==> src/rtl/alu_op_sequencer_if.sv <==
// Command, operation-block and response bundle for alu_op_sequencer.
// slave = sequencer side, master = requesters / operation blocks / consumer side.
interface alu_op_sequencer_if #(
   parameter int NUM_OPS = 4
);
   logic               req0_valid;
   logic               req0_ready;
   logic [1:0]         req0_op;
   logic [3:0]         req0_a;
   logic [3:0]         req0_b;
   logic               req1_valid;
   logic               req1_ready;
   logic [1:0]         req1_op;
   logic [3:0]         req1_a;
   logic [3:0]         req1_b;
   logic [NUM_OPS-1:0] op_enable;
   logic [3:0]         alu_a;
   logic [3:0]         alu_b;
   logic [3:0]         alu_result;
   logic               rsp_valid;
   logic               rsp_ready;
   logic               rsp_id;
   logic [3:0]         rsp_data;
   logic               busy;

   modport slave (
      input  req0_valid, req0_op, req0_a, req0_b,
      output req0_ready,
      input  req1_valid, req1_op, req1_a, req1_b,
      output req1_ready,
      output op_enable, alu_a, alu_b,
      input  alu_result,
      output rsp_valid, rsp_id, rsp_data, busy,
      input  rsp_ready
   );

   modport master (
      output req0_valid, req0_op, req0_a, req0_b,
      input  req0_ready,
      output req1_valid, req1_op, req1_a, req1_b,
      input  req1_ready,
      input  op_enable, alu_a, alu_b,
      output alu_result,
      input  rsp_valid, rsp_id, rsp_data, busy,
      output rsp_ready
   );
endinterface

==> src/rtl/alu_op_sequencer.sv <==
// Round-robin two-requester sequencer for the 4-bit ALU datapath: grant, drive one op block
// for SETTLE_CYCLES, capture the OR-ed result bus, answer on a valid/ready response channel.
// Optional op_count/conflict_count outputs are built when ALU_OP_SEQUENCER_STATS_EN is defined.
module alu_op_sequencer #(
   parameter int SETTLE_CYCLES = 1,
   parameter int NUM_OPS       = 4
) (
   input  logic              clk,
   input  logic              rst_n,
   alu_op_sequencer_if.slave bus
`ifdef ALU_OP_SEQUENCER_STATS_EN
   ,
   output logic [7:0]        op_count,
   output logic [7:0]        conflict_count
`endif
);

   if ((SETTLE_CYCLES < 1) || (SETTLE_CYCLES > 15)) begin : g_bad_settle
      $error("alu_op_sequencer: SETTLE_CYCLES must be within 1..15");
   end

   typedef enum logic [1:0] {
      ST_IDLE  = 2'd0,
      ST_DRIVE = 2'd1,
      ST_RESP  = 2'd2
   } state_t;

   localparam logic [3:0]         LAST_CNT     = 4'(SETTLE_CYCLES - 1);
   localparam logic [NUM_OPS-1:0] ONE_HOT_BASE = NUM_OPS'(1);

   function automatic logic [NUM_OPS-1:0] op_onehot(input logic [1:0] op);
      op_onehot = ONE_HOT_BASE << op;
   endfunction

   state_t             state_r, state_s;
   logic [3:0]         cnt_r, cnt_s;
   logic [1:0]         op_r, op_s;
   logic [3:0]         a_r, a_s, b_r, b_s;
   logic               id_r, id_s;
   logic               last_grant_r, last_grant_s;
   logic [NUM_OPS-1:0] en_r, en_s;
   logic [3:0]         alu_a_r, alu_a_s, alu_b_r, alu_b_s;
   logic               rsp_valid_r, rsp_valid_s;
   logic [3:0]         rsp_data_r, rsp_data_s;
   logic               rsp_id_r, rsp_id_s;
   logic               busy_r;
   logic               grant_valid_s, grant_id_s;
   logic [1:0]         sel_op_s;
   logic [3:0]         sel_a_s, sel_b_s;

   // Round-robin pick between valid requesters; a grant exists only while idle.
   always_comb begin
      grant_valid_s = 1'b0;
      grant_id_s    = 1'b0;
      if (state_r == ST_IDLE) begin
         if (bus.req0_valid && bus.req1_valid) begin
            grant_valid_s = 1'b1;
            grant_id_s    = ~last_grant_r;
         end else if (bus.req0_valid) begin
            grant_valid_s = 1'b1;
            grant_id_s    = 1'b0;
         end else if (bus.req1_valid) begin
            grant_valid_s = 1'b1;
            grant_id_s    = 1'b1;
         end else begin
            grant_valid_s = 1'b0;
            grant_id_s    = 1'b0;
         end
      end else begin
         grant_valid_s = 1'b0;
         grant_id_s    = 1'b0;
      end
   end

   assign sel_op_s       = grant_id_s ? bus.req1_op : bus.req0_op;
   assign sel_a_s        = grant_id_s ? bus.req1_a  : bus.req0_a;
   assign sel_b_s        = grant_id_s ? bus.req1_b  : bus.req0_b;
   assign bus.req0_ready = grant_valid_s & ~grant_id_s;
   assign bus.req1_ready = grant_valid_s &  grant_id_s;

   // Next state plus next values of every registered output; the op bus idles at zero.
   always_comb begin
      state_s      = state_r;
      cnt_s        = cnt_r;
      op_s         = op_r;
      a_s          = a_r;
      b_s          = b_r;
      id_s         = id_r;
      last_grant_s = last_grant_r;
      en_s         = '0;
      alu_a_s      = 4'h0;
      alu_b_s      = 4'h0;
      rsp_valid_s  = rsp_valid_r;
      rsp_data_s   = rsp_data_r;
      rsp_id_s     = rsp_id_r;
      case (state_r)
         ST_IDLE: begin
            if (grant_valid_s) begin
               op_s         = sel_op_s;
               a_s          = sel_a_s;
               b_s          = sel_b_s;
               id_s         = grant_id_s;
               last_grant_s = grant_id_s;
               cnt_s        = 4'd0;
               en_s         = op_onehot(sel_op_s);
               alu_a_s      = sel_a_s;
               alu_b_s      = sel_b_s;
               state_s      = ST_DRIVE;
            end else begin
               state_s = ST_IDLE;
            end
         end
         ST_DRIVE: begin
            // The bus already carries the settled result during the last drive cycle.
            if (cnt_r == LAST_CNT) begin
               rsp_valid_s = 1'b1;
               rsp_data_s  = bus.alu_result;
               rsp_id_s    = id_r;
               cnt_s       = 4'd0;
               state_s     = ST_RESP;
            end else begin
               cnt_s   = cnt_r + 4'd1;
               en_s    = op_onehot(op_r);
               alu_a_s = a_r;
               alu_b_s = b_r;
            end
         end
         ST_RESP: begin
            if (bus.rsp_ready) begin
               rsp_valid_s = 1'b0;
               state_s     = ST_IDLE;
            end else begin
               state_s = ST_RESP;
            end
         end
         default: begin
            state_s     = ST_IDLE;
            rsp_valid_s = 1'b0;
            cnt_s       = 4'd0;
         end
      endcase
   end

   // State, command latch and registered outputs.
   always_ff @(posedge clk or negedge rst_n) begin
      if (!rst_n) begin
         state_r      <= ST_IDLE;
         cnt_r        <= 4'd0;
         op_r         <= 2'd0;
         a_r          <= 4'h0;
         b_r          <= 4'h0;
         id_r         <= 1'b0;
         last_grant_r <= 1'b1;
         en_r         <= '0;
         alu_a_r      <= 4'h0;
         alu_b_r      <= 4'h0;
         rsp_valid_r  <= 1'b0;
         rsp_data_r   <= 4'h0;
         rsp_id_r     <= 1'b0;
         busy_r       <= 1'b0;
      end else begin
         state_r      <= state_s;
         cnt_r        <= cnt_s;
         op_r         <= op_s;
         a_r          <= a_s;
         b_r          <= b_s;
         id_r         <= id_s;
         last_grant_r <= last_grant_s;
         en_r         <= en_s;
         alu_a_r      <= alu_a_s;
         alu_b_r      <= alu_b_s;
         rsp_valid_r  <= rsp_valid_s;
         rsp_data_r   <= rsp_data_s;
         rsp_id_r     <= rsp_id_s;
         busy_r       <= (state_s != ST_IDLE);
      end
   end

   assign bus.op_enable = en_r;
   assign bus.alu_a     = alu_a_r;
   assign bus.alu_b     = alu_b_r;
   assign bus.rsp_valid = rsp_valid_r;
   assign bus.rsp_data  = rsp_data_r;
   assign bus.rsp_id    = rsp_id_r;
   assign bus.busy      = busy_r;

`ifdef ALU_OP_SEQUENCER_STATS_EN
   logic [7:0] op_count_r;
   logic [7:0] conflict_count_r;

   // Wrapping counters of response handshakes and contended grants.
   always_ff @(posedge clk or negedge rst_n) begin
      if (!rst_n) begin
         op_count_r       <= 8'd0;
         conflict_count_r <= 8'd0;
      end else begin
         if ((state_r == ST_RESP) && rsp_valid_r && bus.rsp_ready) begin
            op_count_r <= op_count_r + 8'd1;
         end else begin
            op_count_r <= op_count_r;
         end
         if (grant_valid_s && bus.req0_valid && bus.req1_valid) begin
            conflict_count_r <= conflict_count_r + 8'd1;
         end else begin
            conflict_count_r <= conflict_count_r;
         end
      end
   end

   assign op_count       = op_count_r;
   assign conflict_count = conflict_count_r;
`endif

endmodule

==> src/flat_wrapper.sv <==
// flat-port wrapper written by rule: the top's interface ports become plain ports
module alu_op_sequencer_flat 
#(
   parameter int SETTLE_CYCLES = 1,
   parameter int NUM_OPS       = 4
)
  (clk, rst_n, bus_req0_valid, bus_req0_op, bus_req0_a, bus_req0_b, bus_req0_ready, bus_req1_valid, bus_req1_op, bus_req1_a, bus_req1_b, bus_req1_ready, bus_op_enable, bus_alu_a, bus_alu_b, bus_alu_result, bus_rsp_valid, bus_rsp_id, bus_rsp_data, bus_busy, bus_rsp_ready);
  alu_op_sequencer_if #(.NUM_OPS(NUM_OPS)) bus_i ();
  input  logic clk;
  input  logic rst_n;
  input wire logic [$bits(bus_i.req0_valid)-1:0] bus_req0_valid;
  input wire logic [$bits(bus_i.req0_op)-1:0] bus_req0_op;
  input wire logic [$bits(bus_i.req0_a)-1:0] bus_req0_a;
  input wire logic [$bits(bus_i.req0_b)-1:0] bus_req0_b;
  output wire logic [$bits(bus_i.req0_ready)-1:0] bus_req0_ready;
  input wire logic [$bits(bus_i.req1_valid)-1:0] bus_req1_valid;
  input wire logic [$bits(bus_i.req1_op)-1:0] bus_req1_op;
  input wire logic [$bits(bus_i.req1_a)-1:0] bus_req1_a;
  input wire logic [$bits(bus_i.req1_b)-1:0] bus_req1_b;
  output wire logic [$bits(bus_i.req1_ready)-1:0] bus_req1_ready;
  output wire logic [$bits(bus_i.op_enable)-1:0] bus_op_enable;
  output wire logic [$bits(bus_i.alu_a)-1:0] bus_alu_a;
  output wire logic [$bits(bus_i.alu_b)-1:0] bus_alu_b;
  input wire logic [$bits(bus_i.alu_result)-1:0] bus_alu_result;
  output wire logic [$bits(bus_i.rsp_valid)-1:0] bus_rsp_valid;
  output wire logic [$bits(bus_i.rsp_id)-1:0] bus_rsp_id;
  output wire logic [$bits(bus_i.rsp_data)-1:0] bus_rsp_data;
  output wire logic [$bits(bus_i.busy)-1:0] bus_busy;
  input wire logic [$bits(bus_i.rsp_ready)-1:0] bus_rsp_ready;
  assign bus_i.req0_valid = bus_req0_valid;
  assign bus_i.req0_op = bus_req0_op;
  assign bus_i.req0_a = bus_req0_a;
  assign bus_i.req0_b = bus_req0_b;
  assign bus_req0_ready = bus_i.req0_ready;
  assign bus_i.req1_valid = bus_req1_valid;
  assign bus_i.req1_op = bus_req1_op;
  assign bus_i.req1_a = bus_req1_a;
  assign bus_i.req1_b = bus_req1_b;
  assign bus_req1_ready = bus_i.req1_ready;
  assign bus_op_enable = bus_i.op_enable;
  assign bus_alu_a = bus_i.alu_a;
  assign bus_alu_b = bus_i.alu_b;
  assign bus_i.alu_result = bus_alu_result;
  assign bus_rsp_valid = bus_i.rsp_valid;
  assign bus_rsp_id = bus_i.rsp_id;
  assign bus_rsp_data = bus_i.rsp_data;
  assign bus_busy = bus_i.busy;
  assign bus_i.rsp_ready = bus_rsp_ready;
  alu_op_sequencer #(.SETTLE_CYCLES(SETTLE_CYCLES), .NUM_OPS(NUM_OPS)) u_core (.clk(clk), .rst_n(rst_n), .bus(bus_i));
endmodule
==> config.mk <==
export PLATFORM = sky130hd
export DESIGN_NAME = alu_op_sequencer_flat
export DESIGN_NICKNAME = d
export VERILOG_FILES = /design/src/rtl/alu_op_sequencer_if.sv /design/src/rtl/alu_op_sequencer.sv /design/src/flat_wrapper.sv
export SDC_FILE = /design/constraint.sdc
export NUM_CORES = 1
export LEC_CHECK = 0
export ABC_AREA = 1
export BUFFER_PORTS_ARGS = -buffer_cell sky130_fd_sc_hd__buf_2
export CORE_MARGIN = 10
export CORE_UTILIZATION = 45
export DETAILED_ROUTE_END_ITERATION = 16
export PLACE_DENSITY = 0.68
export RECOVER_POWER = 50
export SYNTH_ARGS = -nofsm -noshare
export SYNTH_HDL_FRONTEND = slang
export SYNTH_SLANG_ARGS = --single-unit
export TNS_END_PERCENT = 30
==> constraint.sdc <==
create_clock -name clk -period 1.4 [get_ports clk]
set_input_delay 0.14 -clock clk [delete_from_list [all_inputs] [get_ports clk]]
set_output_delay 0.14 -clock clk [all_outputs]
set_load 0.05 [all_outputs]
# [Yosys cells after proc, flatten, opt, wreduce, memory -nomap -nowiden]
# Cells that the tools add are included.
[totals] reg_bits=37 in_bits=29
[classes] mux=29 n_reduce_logical=8 bitwise=6 addsub=1 n_eq_ne=5 n_shift=2
[op_table] op="two-way mux 4 bit" count=10
[op_table] op="case mux 4 bit (2 select lines)" count=3
[op_table] op="case mux 4 bit (3 select lines)" count=1
[op_table] op="two-way mux 1 bit" count=10
[op_table] op="left shift 1 x 2 -> 4 bit, first input constant" count=2
[op_table] op="two-way mux 2 bit" count=3
[op_table] op="case mux 2 bit (3 select lines)" count=1
[op_table] op="AND reduction 2 bit" count=3
[op_table] op="adder 4 x 1 -> 4 bit, second input constant" count=1
[op_table] op="zero test 4 bit" count=1
[op_table] op="inequality test 2 x 1 -> 1 bit, second input constant" count=2
[op_table] op="inverter 1 bit" count=4
[op_table] op="case mux 1 bit (3 select lines)" count=1
[op_table] op="AND reduction 3 bit" count=1
[op_table] op="bitwise AND 1 bit" count=2
[op_table] op="equality test 2 x 1 -> 1 bit, second input constant" count=1
[op_table] op="equality test 2 bit, second input constant" count=1
[op_table] op="zero test 2 bit" count=1
[op_table] op="inequality test 2 bit, second input constant" count=1
[op_table] op="nonzero test 2 bit" count=1
[op_table] op="logical AND 1 bit" count=1

# [Logic depth before layout (Yosys ltp)]
# Gate-level depths: netlist (run 1).
[logic_depth] ltp_word=8 depth_mapped=8 mapped_depth_nobuf=7

# [Worst setup path before layout (run 1)]
# OpenSTA, ideal clock, no wires.
[synth_timing] kind="reg-to-output" from="register u_core.last_grant_r" to="output bus_req0_ready" slack_ns=-0.024 stages_incl_launch_ff=6 arrival_time_ns=1.284 cell_sequence="dfstp_2 > nand2_1 > nand2_1 > nand2_4 > buf_6 > inv_1"
[synth_between] elab_chain_cells=5
[synth_rtl] item="from (decl)" line_no="alu_op_sequencer.sv:40" source="logic last_grant_r, last_grant_s;"
[synth_rtl] item="from (signal assigned)" line_no="alu_op_sequencer.sv:168" source="last_grant_r <= last_grant_s;"
[synth_rtl] item="inverter 1 bit" line_no="alu_op_sequencer.sv:58" source="grant_id_s = ~last_grant_r;"
[synth_rtl] item="two-way mux 1 bit" line_no="alu_op_sequencer.sv:56" source="if (bus.req0_valid && bus.req1_valid) begin"
[synth_rtl] item="two-way mux 1 bit" line_no="alu_op_sequencer.sv:55" source="if (state_r == ST_IDLE) begin"
[synth_rtl] item="inverter 1 bit" line_no="alu_op_sequencer.sv:78" source="assign bus.req0_ready = grant_valid_s & ~grant_id_s;"
[synth_rtl] item="bitwise AND 1 bit" line_no="alu_op_sequencer.sv:78"
[synth_rtl] item="to (decl)" line_no="flat_wrapper.sv:15" source="output wire logic [$bits(bus_i.req0_ready)-1:0] bus_req0_ready;"
# Every way passes these cells.

# [Worst setup path after layout (run 1)]
# Same ends and word-level chain as after synthesis.

==> results of run 1 <==
## placed cells by master, fill, tap and decap left out, drive strengths merged
master,netlist,routed
o211ai,16,16
clkbuf,0,10
o22ai,1,1
nor3,1,1
xor2,2,2
dlygate4sd3,0,1
clkinvlp,0,2
o21ai,7,7
nand4,4,4
dfrtp,36,36
inv,28,27
buf,3,58
nand2,61,61
nor2,10,10
bufinv,0,1
ha,2,2
nand3,13,13
dfstp,1,1
a21oi,2,2
## sequential cells by signal, indices dropped and copies added, names as in the netlist
signal                flops
u_core.a_r                4
u_core.b_r                4
u_core.bus.alu_a          4
u_core.bus.alu_b          4
u_core.bus.busy           1
u_core.bus.op_enable      4
u_core.bus.rsp_data       4
u_core.bus.rsp_id         1
u_core.bus.rsp_valid      1
u_core.cnt_r              4
u_core.id_r               1
u_core.last_grant_r       1
u_core.op_r               2
u_core.state_r            2
## worst register-to-register path, cell delays in order, from the launching register on
cell and delay, ps:
dfrtp_1 340, inv_1 40, ha_1 190, nand2_1 60, nor2_1 60, nor2_4 320, nor2_1 90, a21oi_1 140
## worst paths after layout
| kind | startpoint | to |
|---|---|---|
| setup / recovery | u_core.last_grant_r$_DFFE_PN1P_ | bus_req0_ready |
| setup reg to reg | u_core.cnt_r[0]$_DFFE_PN0P_ | u_core.bus.rsp_valid$_DFFE_PN0P_ |
| max in group asynchronous | rst_n | u_core.last_grant_r$_DFFE_PN1P_ |
| min in group asynchronous | rst_n | u_core.b_r[3]$_DFFE_PN0P_ |
| hold / removal | bus_alu_result[1] | u_core.bus.rsp_data[1]$_DFFE_PN0P_ |
| hold reg to reg | u_core.bus.rsp_data[0]$_DFFE_PN0P_ | u_core.bus.rsp_data[0]$_DFFE_PN0P_ |
## synthesized netlist by cell type (2+ instances only)
cell type / number
a21oi_1: 2
dfrtp_1: 36
ha_1: 2
inv_1: 24
inv_2: 4
nand2_1: 60
nand3_1: 12
nand4_1: 4
nor2_1: 5
nor2_2: 4
o211ai_1: 9
o211ai_2: 7
o21ai_0: 5
o21ai_1: 2
xor2_1: 2
## metal layers
layer  part of all wire (%)  global-route usage (%)  routed length (um)
met5                      0                       0                   0
met4                    1.5                   4.325                  57
met3                    9.8                   7.205                 380
met2                     44                   18.25                1733
met1                     44                   14.08                1723
## power by group
part | internal [mW] | switching (mW)
Combinational | 0.748 | 1.68
Clock | 0.579 | 0.377
Sequential | 1.48 | 0.207
Total | 2.81 | 2.26
## cell type report
| type | count | area, um2 |
|---|---|---|
| Sequential cell | 37 | 928.4 |
| Multi-Input combinational cell | 119 | 689.4 |
| Timing Repair Buffer | 63 | 380.4 |
| Tap cell | 48 | 60.06 |
| Inverter | 28 | 111.4 |
| Fill cell | 326 | 1371 |
| Clock inverter | 2 | 37.54 |
| Clock buffer | 6 | 82.58 |
## metrics by stage
step	utilization, %	cells
6_report	62.54	303
5_1_grt	62.54	303
4_1_cts	61.11	300
3_5_place_dp	56.36	289
3_3_place_gp	56.36	289
2_1_floorplan	-	187
## what timing repair did
| item | CTS | global route |
|---|---|---|
| setup buffers | 2 | 3 |
| gates resized for setup | 9 | 10 |
| gates cloned | 0 | 0 |
| pin swaps | 1 | 4 |
| hold buffers | 1 | 0 |
| endpoints found under the hold margin | 13 | 0 |
| endpoints found under the setup margin | 18 | 27 |
## kinds of logic (layout without fill, tap and decap cells)
group,count (synthesis),count (layout),synth area share (%)
and+or+nand+nor,89,89,23.48
DFF,37,37,54.37
buffers and inverters,31,99,7.557
AOI/OAI and AO/OA,26,26,12.11
adders and majority gates,2,2,1.467
xor gates and xnor gates,2,2,1.027
==> summary.txt, run 1 <==
Run status
  – Status: complete, but fails checks
  – Violated checks: negative setup slack

Timing
  – Fmax: 705.6 MHz
  – RSZ-0062 raised after global routing: yes
  – Relative slew slack: 47.42%
  – Crit path time final: 1417 ps
  – Final hold viol count: 0
  – Slew @ Worst Pin: 788.7 ps
  – Final WS setup: -17.31 ps
  – Setup_tns: -17.31 ps
  – Max-slew violations: 0
  – Final setup fails: 1
  – Setup Skew: 7.188 ps
  – Hold Slack: 59.39 ps
  – Ratio of final minimum period to clock period: 101.2%

Critical path
  – CP Class: register to output port
  – Worst path most repeated cell: nand2_4
  – Buf/Inv on CP: 2
  – CP peak stage delay: 560 ps
  – R2R Setup Slk: 80 ps
  – Worst Reg2Reg Path Length in Cells: 7
  – Worst-path cell chain: nand2_4 > nand2_2 > nand2_4 > clkinvlp_4 > buf_8
  – Slowest-stage cell, CP: dfstp_2
  – CP Capture Type: output port
  – Crit Path Max Fanout: 3
  – Type of origin of the critical path: register
  – Crit path DAT: 1280 ps
  – CP required: 1260 ps
  – WP depth: 5
  – Family with the most delay on the worst path: flip-flops

Floorplanning
  – Die Ht: 81.56 um
  – Site row count: 22
  – Die area: 6652 um2
  – Core ar.: 3661 um2
  – Die Wd: 81.56 um
  – IO Pins: 50
  – Initial core utilization: 46.58%

Detailed routing
  – DR vias: 1432
  – DRT Pass-1 Iters: 4
  – WL final: 3895 um
  – WL/cell: 12.85 um
  – Detailed Route Iter0 Violations: 77
  – Via-per-instance ratio: 4.726
  – Drt drc: 0
  – Post-DRT Antenna Nets: 0

Clock tree
  – CTS tree: built
  – H-tree levels: 2
  – Clk buf depth: 2
  – Root Driver: clkbuf_8
  – Num CTS Buffers: 5
  – Clock Sinks: 37
  – Later-pin clock latency in the skew report: 290 ps
  – Worst-path clk slew: 80 ps

Synthesis
  – Async set-reset flop share out of synthesis: 100.0%
  – Post-synth EDFFs: 0
  – Avg Synthesized Cell Area: 9.120 um2
  – Synth warnings: 0
  – Top cells by area, synth: dfrtp_1 (53%), nand2_1 (13%), inv_1 (5.3%), o211ai_2 (5.1%), o211ai_1 (4.0%)
  – Number of synthesized register bits: 37
  – Post-Syn Instances: 187
  – Yosys top cell area share: 52.82%
  – Yosys top cell by area: dfrtp_1
  – Post-Syn Nets: 218
  – Number of distinct library cells after synthesis: 24
  – Post-Syn Area: 1705 um2
  – Register area share after synthesis: 54.37%
  – Synth Flop Type: dfrtp_1

Final layout
  – Area Overhead vs Synth: 34.26%
  – Final instance area: 2290 um2
  – Nets: 285
  – Layout cells sized above 1: 36.08%
  – ANT cells: 0

Global route
  – Pin count of the biggest net entering global routing: 25
  – Initial antenna violation count: 0
  – Vias in the first global route: 1430
  – Total GRT Usage: 12.16%
  – Remaining Overflow, GRT: 0
  – First-pass GRT wire length: 6306 um

Placed design
  – Port Buf Inserts: 49
  – DP HPWL: 2873 um
  – Gpl congestion: 0.8064
  – Pre-CTS setup slack: -125.5 ps
  – Placed Area: 2063 um2

Pwr
  – Static Leak: 1.247 nW
  – Final Power: 5.069 mW
  – PwrDens: 2214 nW/um2
  – VDD IR-drop max: 1.069 mV

Flow run
  – Max-cap violations: 0

Min path
  – Hold Crit Class: input port to register
  – Cells on Worst Hold Path: 3
Note: power is estimated with default switching activity, not from simulation.
==> run 2, diff against run 1 <==
--- a/config.mk
+++ b/config.mk
@@ -7,10 +7,13 @@
 export LEC_CHECK = 0
 export ABC_AREA = 1
 export BUFFER_PORTS_ARGS = -buffer_cell sky130_fd_sc_hd__buf_2
+export CELL_PAD_IN_SITES_DETAIL_PLACEMENT = 1
+export CELL_PAD_IN_SITES_GLOBAL_PLACEMENT = 1
 export CORE_MARGIN = 10
-export CORE_UTILIZATION = 45
+export CORE_UTILIZATION = 37
+export CTS_CLUSTER_DIAMETER = 120
 export DETAILED_ROUTE_END_ITERATION = 16
-export PLACE_DENSITY = 0.68
+export PLACE_DENSITY = 0.74
 export RECOVER_POWER = 50
 export SYNTH_ARGS = -nofsm -noshare
 export SYNTH_HDL_FRONTEND = slang
==> summary.txt, run 2 (synthesis gave the netlist of run 1 again) <==
Clock tree
  – Root Driver: clkbuf_8
  – Later-pin clock latency in the skew report: 290 ps (about the same)
  – Worst-path clk slew: 70 ps (about the same)
  – Clock Sinks: 37 (unchanged)
  – CTS tree: built
  – Clk buf depth: 2 (unchanged)
  – Num CTS Buffers: 5 (unchanged)
  – H-tree levels: 2 (unchanged)

Critical path
  – Worst Reg2Reg Path Length in Cells: 8 (+1)
  – Type of origin of the critical path: register
  – CP Capture Type: output port
  – R2R Setup Slk: 40 ps (-40 ps)
  – Crit path DAT: 1300 ps (+20 ps)
  – R2r endpoint: u_core.bus.alu_b[2]$_DFF_PN0_
  – FF-to-FF Start: u_core.cnt_r[0]$_DFFE_PN0P_
  – CP required: 1260 ps (about the same)
  – CP Class: register to output port
  – Crit Path Max Fanout: 4 (+1)

Timing
  – Ratio of final minimum period to clock period: 103.1% (+1.9 points)
  – Setup_tns: -43.90 ps (-26.59 ps)
  – Crit path time final: 1444 ps (+26.59 ps)
  – Slew @ Worst Pin: 889.0 ps (+100.3 ps)
  – Relative slew slack: 40.73% (-6.7 points)
  – RSZ-0062 raised after global routing: yes
  – Final hold viol count: 0 (unchanged)
  – Final WS setup: -43.90 ps (-26.59 ps)
  – Final setup fails: 1 (unchanged)
  – Setup Skew: 9.359 ps (+2.171 ps)
  – Fmax: 692.6 MHz (-1.8%)
  – Max-slew violations: 0 (unchanged)

Min path
  – Cells on Worst Hold Path: 3 (unchanged)
  – WHS Endpoint: u_core.bus.rsp_data[3]$_DFFE_PN0P_
  – Min-delay src: bus_alu_result[3]
  – Hold Crit Class: input port to register

Final layout
  – Most frequent cells in the layout: nand2_1 (56), buf_2 (41), dfrtp_1 (36), inv_1 (21), buf_4 (15)
  – ANT cells: 0 (unchanged)
  – Area Overhead vs Synth: 35.00%
  – Layout cells sized above 1: 37.45% (+1.4 points)
  – Most common cell after layout, fill and taps aside: nand2_1
  – Nets: 289 (+1.4%)
  – Multi-input gate area in the final layout: 695.7 um2 (+0.91%)
  – Layout fillers: 528 (+62%)
  – Sequential cell area: 927.1 um2 (-0.13%)

Placed design
  – Port Buf Inserts: 49 (unchanged)
  – DP HPWL: 3434 um (+20%)
  – Gpl congestion: 0.7399 (-8.2%)

Global route
  – Vias in the first global route: 1656 (+16%)
  – Remaining Overflow, GRT: 0 (unchanged)
  – First-pass GRT wire length: 7659 um (+21%)
  – Initial antenna violation count: 0 (unchanged)
  – Total GRT Usage: 12.38% (+0.22 points)
  – GR Util met2: 20.83% (+2.6 points)
  – Met1 Resource Use GR: 13.63% (-0.45 points)
  – GR peak layer: met2
  – Pin count of the biggest net entering global routing: 24 (-4.0%)
  – Met3 Use GR: 5.571% (-1.6 points)

Detailed routing
  – Via-per-instance ratio: 4.791 (+1.4%)
  – Drt drc: 0 (unchanged)
  – Post-DRT Antenna Nets: 0 (unchanged)
  – Detailed Route Iter0 Violations: 40 (-48%)
  – WL/cell: 14.75 um (+15%)
  – WL final: 4588 um (+18%)
  – DRT Pass-1 Iters: 4 (unchanged)
  – DR vias: 1490 (+4.1%)

Flow run
  – Max-cap violations: 0 (unchanged)

Floorplanning
  – Core ar.: 4414 um2 (+21%)
  – Site row count: 24 (+9.1%)
  – IO Pins: 50 (unchanged)
  – Initial core utilization: 38.63% (-7.9 points)
  – Die Ht: 87.89 um (+7.8%)
  – Die Wd: 87.89 um (+7.8%)
  – Die area: 7725 um2 (+16%)

Pwr
  – Static Leak: 1.244 nW (-0.23%)
  – PwrDens: 2141 nW/um2 (-3.3%)
  – Final Power: 4.928 mW (-2.8%)
  – VDD IR-drop max: 0.8800 mV (-18%)

Run status
  – Status: complete, but fails checks
  – Violated checks: negative setup slack
## run 2: changes by cell type in the layout (fill, tap and decap cells not counted), sizes merged
cell / before / now
buf: 58 / 60
bufinv: 1 / 0
clkbuf: 10 / 11
clkinv: 0 / 2
## run 2: worst max-delay path: stages (launching register included)
cell        delay [ps]
dfrtp_1            430
inv_2              100
nand2_4             70
nor2_8             140
nand2_8             70
clkinvlp_4          70
buf_8              130
## run 2: metrics by stage
stage                     util [%]  std cells  worst slack, ps  cell area, um2  hold slack [ps]
after CTS                    50.79        307           -75.35            2242            56.84
after global placement       47.36        296           -107.7            2091            72.96
after floorplan                  -        187            68.57            1709           -155.6
final                        52.15        311           -43.90            2302            63.26
after detailed placement     47.36        296           -133.2            2091            74.94
after global routing         52.15        311           -107.8            2302            68.73
## run 2: cell type report
cell class,instances,area share [%]
well taps,52,2.826
clock inverters,3,0.7609
repair buffers,67,18.10
inverters,28,4.837
flip-flops and latches,37,40.27
clock buffers,5,2.989
multi-input cells,119,30.22
## run 2: how the worst max path moves through the flow
| stage | from | to | slack (ps) | depth (start not counted) |
|---|---|---|---|---|
| finish | u_core.state_r[0]$_DFF_PN0_ | bus_req0_ready | -40 | 6 |
| global route | u_core.state_r[1]$_DFF_PN0_ | bus_req0_ready | -110 | 6 |
| CTS | u_core.state_r[1]$_DFF_PN0_ | bus_req0_ready | -80 | 6 |
| detailed placement | u_core.cnt_r[0]$_DFFE_PN0P_ | u_core.bus.alu_b[2]$_DFF_PN0_ | -130 | 7 |
| global placement | u_core.cnt_r[0]$_DFFE_PN0P_ | u_core.bus.alu_b[0]$_DFF_PN0_ | -110 | 7 |
| floorplan | u_core.state_r[0]$_DFF_PN0_ | u_core.a_r[0]$_DFFE_PN0P_ | 70 | 5 |
## run 2: layer usage
layer,up-vias,share of wire [%]
li1,743,-
met1,701,41
met2,41,50
met3,5,8.2
met4,0,1.1
met5,-,0
## run 2: power by group
part | internal [mW] | total, mW | switching, mW
registers | 1.48 | 1.69 | 0.212
clock network | 0.343 | 0.730 | 0.387
logic | 0.785 | 2.51 | 1.72
## run 2: timing repair
| item | 4_1_cts | 5_1_grt |
|---|---|---|
| buffers inserted | 2 | 4 |
| resized for setup | 12 | 8 |
| pin swaps | 0 | 4 |
| gates cloned | 0 | 0 |
| hold endpoints to repair | 14 | 0 |
| endpoints found under the setup margin | 18 | 22 |
| hold buffers | 1 | 0 |
